--- src/rtl/ddr_wr_pkg.sv ---
// ---------------------------------------------------------------------------
// ddr_wr_pkg
// Shared definitions for the DDR write path (arbiter and formatter).
//   PKT_LEN_DEF : bytes per packet (address + data)
//   ADDR_BYTES  : leading address bytes of every packet
//   REQ_ECM/SI  : requester IDs, also used as bit positions in req/pick
//   state_t     : arbiter FSM state encoding
// ---------------------------------------------------------------------------
package ddr_wr_pkg;

   localparam int PKT_LEN_DEF = 203;
   localparam int ADDR_BYTES  = 4;

   localparam logic REQ_ECM = 1'b0;
   localparam logic REQ_SI  = 1'b1;

   typedef enum logic [2:0] {
      ST_IDLE,
      ST_GRANT,
      ST_XFER,
      ST_PAD,
      ST_GAP
   } state_t;

endpackage

--- src/rtl/ddr_wr_arb_if.sv ---
// ---------------------------------------------------------------------------
// ddr_wr_arb_if
// Bundle of the requester handshakes, the formatter byte stream and the
// arbiter status/error flags.
//   master : requester/formatter side (drives req, din, din_en)
//   slave  : arbiter side (drives gnt, wr_din, wr_din_en, busy, err_*)
// ---------------------------------------------------------------------------
interface ddr_wr_arb_if;

   logic       ecm_req;
   logic       ecm_gnt;
   logic [7:0] ecm_din;
   logic       ecm_din_en;

   logic       si_req;
   logic       si_gnt;
   logic [7:0] si_din;
   logic       si_din_en;

   logic [7:0] wr_din;
   logic       wr_din_en;

   logic       busy;
   logic       err_pad;
   logic       err_tmo;
   logic       err_col;

   modport master (
      output ecm_req, ecm_din, ecm_din_en,
      output si_req, si_din, si_din_en,
      input  ecm_gnt, si_gnt,
      input  wr_din, wr_din_en,
      input  busy, err_pad, err_tmo, err_col
   );

   modport slave (
      input  ecm_req, ecm_din, ecm_din_en,
      input  si_req, si_din, si_din_en,
      output ecm_gnt, si_gnt,
      output wr_din, wr_din_en,
      output busy, err_pad, err_tmo, err_col
   );

endinterface

--- src/rtl/ddr_wr_rr2.sv ---
// ---------------------------------------------------------------------------
// ddr_wr_rr2
// Two-way round-robin picker, purely combinational. The caller keeps the
// last-served ID in its own register.
//   req[1:0] : request per requester, indexed by REQ_ECM / REQ_SI
//   last     : ID of the requester served most recently
//   pick     : one-hot winner (all zero when nobody requests)
//   pick_id  : ID of the winner (REQ_ECM when nobody requests)
// ---------------------------------------------------------------------------
module ddr_wr_rr2
   import ddr_wr_pkg::*;
(
   input  logic [1:0] req,
   input  logic       last,
   output logic [1:0] pick,
   output logic       pick_id
);

   always_comb begin
      pick_id = REQ_ECM;
      if (req[REQ_ECM] && req[REQ_SI]) begin
         // On a tie the requester that was not served last goes first.
         pick_id = (last == REQ_ECM) ? REQ_SI : REQ_ECM;
      end else if (req[REQ_SI]) begin
         pick_id = REQ_SI;
      end

      pick = '0;
      if (|req) begin
         pick[pick_id] = 1'b1;
      end
   end

endmodule

--- src/rtl/ddr_wr_arb.sv ---
// ---------------------------------------------------------------------------
// ddr_wr_arb
// Packet-level arbiter sharing the byte-wide DDR write path between the ECM
// and SI requesters. A granted requester owns the path for one whole packet
// of PKT_LEN bytes; short packets are zero-padded so the formatter always
// sees a contiguous PKT_LEN-byte burst followed by at least GAP idle cycles.
//   clk, rst  : clock, synchronous active-high reset
//   bus       : slave side of ddr_wr_arb_if
//                 ecm_/si_req, din, din_en in ; ecm_/si_gnt out
//                 wr_din, wr_din_en out (registered, one cycle after input)
//                 busy out (state not IDLE)
//                 err_pad / err_tmo / err_col out (one-cycle pulses)
// Parameters: PKT_LEN (>= 2), GAP (>= 1), TIMEOUT (1..128).
// ---------------------------------------------------------------------------
module ddr_wr_arb
   import ddr_wr_pkg::*;
#(
   parameter int PKT_LEN = PKT_LEN_DEF,
   parameter int GAP     = 1,
   parameter int TIMEOUT = 64
) (
   input  logic        clk,
   input  logic        rst,
   ddr_wr_arb_if.slave bus
);

   localparam int         GAP_W    = $clog2(GAP + 1);
   localparam logic [7:0] LAST_CNT = 8'(PKT_LEN - 1);
   localparam logic [6:0] TMO_CNT  = 7'(TIMEOUT - 1);
   localparam logic [GAP_W-1:0] GAP_END = GAP_W'(GAP);

   state_t           state;
   logic             owner;
   logic             last;
   logic [7:0]       cnt;
   logic [6:0]       wt;
   logic [GAP_W-1:0] gap_cnt;

   logic [1:0]       pick;
   logic             pick_id;
   logic             sel_en;
   logic [7:0]       sel_din;
   logic             own_ecm;
   logic             own_si;
   logic             col;

   ddr_wr_rr2 u_rr2 (
      .req     ({bus.si_req, bus.ecm_req}),
      .last    (last),
      .pick    (pick),
      .pick_id (pick_id)
   );

   // Only the owner's byte lane is ever forwarded.
   assign sel_en  = (owner == REQ_SI) ? bus.si_din_en : bus.ecm_din_en;
   assign sel_din = (owner == REQ_SI) ? bus.si_din    : bus.ecm_din;

   // A din_en is legitimate only from the owner while it is allowed to send.
   assign own_ecm = ((state == ST_GRANT) || (state == ST_XFER)) && (owner == REQ_ECM);
   assign own_si  = ((state == ST_GRANT) || (state == ST_XFER)) && (owner == REQ_SI);
   assign col     = (bus.ecm_din_en && !own_ecm) || (bus.si_din_en && !own_si);

   assign bus.busy = (state != ST_IDLE);

   always_ff @(posedge clk) begin
      if (rst) begin
         state         <= ST_IDLE;
         owner         <= REQ_ECM;
         last          <= REQ_ECM;
         cnt           <= '0;
         wt            <= '0;
         gap_cnt       <= '0;
         bus.ecm_gnt   <= 1'b0;
         bus.si_gnt    <= 1'b0;
         bus.wr_din    <= '0;
         bus.wr_din_en <= 1'b0;
         bus.err_pad   <= 1'b0;
         bus.err_tmo   <= 1'b0;
         bus.err_col   <= 1'b0;
      end else begin
         bus.wr_din    <= '0;
         bus.wr_din_en <= 1'b0;
         bus.err_pad   <= 1'b0;
         bus.err_tmo   <= 1'b0;
         bus.err_col   <= col;

         case (state)
            ST_IDLE: begin
               gap_cnt <= '0;
               if (|pick) begin
                  owner       <= pick_id;
                  bus.ecm_gnt <= pick[REQ_ECM];
                  bus.si_gnt  <= pick[REQ_SI];
                  cnt         <= '0;
                  wt          <= '0;
                  state       <= ST_GRANT;
               end
            end

            ST_GRANT: begin
               if (sel_en) begin
                  bus.wr_din    <= sel_din;
                  bus.wr_din_en <= 1'b1;
                  cnt           <= 8'd1;
                  state         <= ST_XFER;
               end else if (wt == TMO_CNT) begin
                  bus.ecm_gnt <= 1'b0;
                  bus.si_gnt  <= 1'b0;
                  bus.err_tmo <= 1'b1;
                  last        <= owner;
                  state       <= ST_GAP;
               end else begin
                  wt <= wt + 7'd1;
               end
            end

            ST_XFER: begin
               if (sel_en) begin
                  bus.wr_din    <= sel_din;
                  bus.wr_din_en <= 1'b1;
                  cnt           <= cnt + 8'd1;
                  if (cnt == LAST_CNT) begin
                     bus.ecm_gnt <= 1'b0;
                     bus.si_gnt  <= 1'b0;
                     last        <= owner;
                     state       <= ST_GAP;
                  end
               end else begin
                  // The first pad byte goes out in the very cycle the
                  // requester stalls, so the burst has no hole in it.
                  bus.wr_din_en <= 1'b1;
                  bus.err_pad   <= 1'b1;
                  cnt           <= cnt + 8'd1;
                  bus.ecm_gnt   <= 1'b0;
                  bus.si_gnt    <= 1'b0;
                  last          <= owner;
                  state         <= (cnt == LAST_CNT) ? ST_GAP : ST_PAD;
               end
            end

            ST_PAD: begin
               bus.wr_din_en <= 1'b1;
               cnt           <= cnt + 8'd1;
               if (cnt == LAST_CNT) begin
                  state <= ST_GAP;
               end
            end

            ST_GAP: begin
               // The first GAP cycle carries the final byte on the output,
               // so GAP+1 cycles here leave GAP idle cycles on wr_din_en.
               if (gap_cnt == GAP_END) begin
                  state <= ST_IDLE;
               end else begin
                  gap_cnt <= gap_cnt + GAP_W'(1);
               end
            end

            default: begin
               state <= ST_IDLE;
            end
         endcase
      end
   end

endmodule

--- src/flat_wrapper.sv ---
// flat-port wrapper written by rule: the top's interface ports become plain ports
module ddr_wr_arb_flat import ddr_wr_pkg::*;
#(
   parameter int PKT_LEN = PKT_LEN_DEF,
   parameter int GAP     = 1,
   parameter int TIMEOUT = 64
)
  (clk, rst, bus_ecm_req, bus_ecm_din, bus_ecm_din_en, bus_si_req, bus_si_din, bus_si_din_en, bus_ecm_gnt, bus_si_gnt, bus_wr_din, bus_wr_din_en, bus_busy, bus_err_pad, bus_err_tmo, bus_err_col);
  ddr_wr_arb_if bus_i ();
  input  logic clk;
  input  logic rst;
  input wire logic [$bits(bus_i.ecm_req)-1:0] bus_ecm_req;
  input wire logic [$bits(bus_i.ecm_din)-1:0] bus_ecm_din;
  input wire logic [$bits(bus_i.ecm_din_en)-1:0] bus_ecm_din_en;
  input wire logic [$bits(bus_i.si_req)-1:0] bus_si_req;
  input wire logic [$bits(bus_i.si_din)-1:0] bus_si_din;
  input wire logic [$bits(bus_i.si_din_en)-1:0] bus_si_din_en;
  output wire logic [$bits(bus_i.ecm_gnt)-1:0] bus_ecm_gnt;
  output wire logic [$bits(bus_i.si_gnt)-1:0] bus_si_gnt;
  output wire logic [$bits(bus_i.wr_din)-1:0] bus_wr_din;
  output wire logic [$bits(bus_i.wr_din_en)-1:0] bus_wr_din_en;
  output wire logic [$bits(bus_i.busy)-1:0] bus_busy;
  output wire logic [$bits(bus_i.err_pad)-1:0] bus_err_pad;
  output wire logic [$bits(bus_i.err_tmo)-1:0] bus_err_tmo;
  output wire logic [$bits(bus_i.err_col)-1:0] bus_err_col;
  assign bus_i.ecm_req = bus_ecm_req;
  assign bus_i.ecm_din = bus_ecm_din;
  assign bus_i.ecm_din_en = bus_ecm_din_en;
  assign bus_i.si_req = bus_si_req;
  assign bus_i.si_din = bus_si_din;
  assign bus_i.si_din_en = bus_si_din_en;
  assign bus_ecm_gnt = bus_i.ecm_gnt;
  assign bus_si_gnt = bus_i.si_gnt;
  assign bus_wr_din = bus_i.wr_din;
  assign bus_wr_din_en = bus_i.wr_din_en;
  assign bus_busy = bus_i.busy;
  assign bus_err_pad = bus_i.err_pad;
  assign bus_err_tmo = bus_i.err_tmo;
  assign bus_err_col = bus_i.err_col;
  ddr_wr_arb #(.PKT_LEN(PKT_LEN), .GAP(GAP), .TIMEOUT(TIMEOUT)) u_core (.clk(clk), .rst(rst), .bus(bus_i));
endmodule
--- config.mk ---
export PLATFORM = sky130hd
export DESIGN_NAME = ddr_wr_arb_flat
export DESIGN_NICKNAME = d
export VERILOG_FILES = /design/src/rtl/ddr_wr_pkg.sv /design/src/rtl/ddr_wr_arb_if.sv /design/src/rtl/ddr_wr_rr2.sv /design/src/rtl/ddr_wr_arb.sv /design/src/flat_wrapper.sv
export SDC_FILE = /design/constraint.sdc
export NUM_CORES = 1
export LEC_CHECK = 0
export CELL_PAD_IN_SITES_DETAIL_PLACEMENT = 1
export CELL_PAD_IN_SITES_GLOBAL_PLACEMENT = 1
export CORE_ASPECT_RATIO = 0.8
export CORE_MARGIN = 2
export CORE_UTILIZATION = 33
export CTS_CLUSTER_DIAMETER = 30
export DETAILED_ROUTE_END_ITERATION = 6
export GPL_ROUTABILITY_DRIVEN = 0
export PLACE_DENSITY_LB_ADDON = 0.25
export SLEW_MARGIN = 20
export SYNTH_ARGS = -nofsm -noshare
export SYNTH_HDL_FRONTEND = slang
export SYNTH_SLANG_ARGS = --single-unit
export TNS_END_PERCENT = 5
--- constraint.sdc ---
create_clock -name clk -period 1.6 [get_ports clk]
set_input_delay 0.16 -clock clk [delete_from_list [all_inputs] [get_ports clk]]
set_output_delay 0.16 -clock clk [all_outputs]
set_load 0.05 [all_outputs]
==> metrics.txt <==
status=complete, but fails checks; failing checks=negative setup slack; RSZ-0062 raised after global routing=yes; Hold WC Path Type=in -> reg; grt ovf=0; DRT iter0 DRCs=65; Final setup viols=8; highest clock rate=0.592 GHz; diode count=0; period utilisation layout=106%; Fin Setup TNS=-0.314 ns; I/O Buffers=36; Yosys warning total=0; cts bufs inserted=5; initial antenna violation count=0; Max FO, Critical Path=7; utilization after layout=52.5%; Synth cell types=46; share of cells above drive strength 1=between 30% and 40%; vias in the first global route=between 1500 and 2000; Synthesized Nets=around 210; drt pass-1 iters=4; CP Launch Type=flip-flop; Peak VDD IR=between 0.9 and 1 mV; Main synth FF type=dfxtp_1; Synth area leader=dfxtp_1; Rows=23; kind of critical path=reg -> reg; Worst-Skew Late Latency=0.30 ns; register area share after synthesis=42.0%; largest net degree at the start of global routing=13; CTS tree=done; filler instances=slightly below 600; R2R setup slack=-0.09 ns; worst-margin pin slew=0.496 ns; first-pass GRT wire length=9.05 mm; total number of vias=approximately 1800; Post-synth ARST share=0%; Via density=5.23; final setup margin=-0.0889 ns; Synth top cells by count=35 x dfxtp_1, 18 x a21oi_1, 16 x nand2_1; Area growth syn-to-layout=55.6%; chip width=83.5 µm; worst endpoint required time=~1.8 ns; area of the multi-input gates=976 µm²; clock transition at the registers of the reported paths=around 0.080 ns; Pwr Total=4.00 mW; Relative slew margins=66.9%; top-count cell post-synth=dfxtp_1; P per Cell Area=1540 nW/µm²; main area contributors after synthesis=dfxtp_1 42%, mux2i_1 6.6%, a21oi_1 5.4%; WP data arrival=1.92 ns; Final Hold Viols=0; Root Buffer=clkbuf_8; Clock Skew=0.00819 ns; WL/cell=15.8 µm; Syn Area/Cell=8.83 µm²; Detail Placement HPWL=3.97 mm; Cell Area, Synth=1670 µm²; layout net count=298; IO Count=37; leakage power total=a little over 1 nW; top cell type's share of synthesized area=between 40% and 50%; core area=between 4000 and 5000 µm²; die span in y=67.6 µm; Post-Route WL=5.31 mm; max-cap check violation count=0; Mapped Cells=189; drc violations=0; Hold Buf Count CTS=0; deepest clock path buffer count=2; Total Routing Usage GR=between 20% and 30%; Final Max Tran Viols=0; die area=about 5600 µm²; Seq cells post-synth=35; Final min period=1.69 ns; Post-synth EDFFs=0; clk sinks=35; Critical Path Sink Type=flip-flop; starting density of the core=33.7%; H-Tree Depth=2; Seq. cell area=between 700 and 800 µm²; antenna viol nets, final=0
-- metal layers --
| layer | share of wire, % | track usage (%) | vias to the layer above |
|---|---|---|---|
| li1 | - | - | 871 |
| met1 | 48 | 26.0 | 843 |
| met2 | 47 | 35.6 | 36 |
| met3 | 4.2 | 5.01 | 7 |
| met4 | 1.4 | 6.65 | 0 |
| met5 | 0 | 0 | - |
-- cells by family (layout without fill, tap and decap cells) --
family                   count (synthesis)  count (layout)  synth area share, %
adder cells (fa/ha/maj)                  3               3                 2.25
AO/OA/AOI/OAI                           53              53                 20.9
XOR/XNOR                                 1               1                0.525
flip-flops                              35              35                 42.0
AND/OR/NAND/NOR                         69              69                 22.6
buffers and inverters                   15             100                 3.60
multiplexers                            13              13                 8.10
-- cell usage in the layout, fill, tap and decap left out, drive strengths merged, types with 4 or more instances in the layout --
| master | synthesis | routed |
|---|---|---|
| dfxtp | 35 | 35 |
| nand2 | 16 | 16 |
| inv | 9 | 9 |
| clkbuf | 2 | 7 |
| clkdlybuf4s50 | 0 | 22 |
| buf | 4 | 61 |
| nand3 | 6 | 6 |
| nor4 | 5 | 5 |
| nor2 | 13 | 13 |
| a21oi | 18 | 18 |
| o21ai | 11 | 11 |
| mux2i | 12 | 12 |
| nor3 | 4 | 4 |
| o31ai | 4 | 4 |
| or3 | 5 | 5 |
-- power breakdown --
| part | leakage (nW) | internal [mW] | switching (mW) | total (mW) |
|---|---|---|---|---|
| Combinational | 0.670 | 1.03 | 1.13 | 2.16 |
| Clock | 0.0505 | 0.392 | 0.342 | 0.733 |
| Sequential | 0.286 | 1.01 | 0.105 | 1.11 |
| Total | 1.01 | 2.43 | 1.57 | 4.00 |
-- final timing paths --
kind | to | from | cells after the start
setup / recovery | u_core.cnt[5] | u_core.state[0] | 5
hold / removal | u_core.bus.wr_din[1] | bus_ecm_din[1] | 3
setup reg to reg | u_core.cnt[5] | u_core.state[0] | 5
hold reg to reg | u_core.bus.ecm_gnt | u_core.bus.ecm_gnt | 2
-- stage by stage --
step	cell area [µm²]	setup WS [ns]	instances	hold WS [ns]
final	2600	-0.0889	336	0.471
after global routing	2600	-0.150	336	0.485
after CTS	2580	-0.0669	336	0.469
after detailed placement	2420	-0.311	326	0.465
after global placement	2420	-0.282	326	0.463
after floorplan	1690	-0.0807	189	0.239
-- state kept, by name, indices dropped and copies added (netlist names) --
name,count
u_core.bus.err_col,1
u_core.cnt,8
u_core.state,3
u_core.bus.wr_din,8
u_core.wt,7
u_core.bus.err_pad,1
u_core.bus.si_gnt,1
u_core.last,1
u_core.bus.err_tmo,1
u_core.bus.wr_din_en,1
u_core.bus.ecm_gnt,1
u_core.gap_cnt,1
u_core.owner,1
-- critical path, cell delays in order (launching register included) --
cell and delay [ns]:
dfxtp_2 0.35, nor3b_4 0.17, buf_4 0.15, a211o_4 0.36, or4_1 0.47, a21oi_1 0.13
-- area by class of cell --
cell class | count | area share [%]
Multi-Input combinational cell | 139 | 37.6
Clock inverter | 1 | 0.289
Tap cell | 62 | 2.99
Timing Repair Buffer | 83 | 26.9
Sequential cell | 35 | 27.3
Inverter | 9 | 1.30
Clock buffer | 7 | 3.71
-- repair_timing --
action	CTS	global route
gates resized for setup	13	5
setup endpoints to repair	12	20
setup buffers	2	0
pin swaps	8	1
Note: power is estimated with default switching activity, not from simulation.
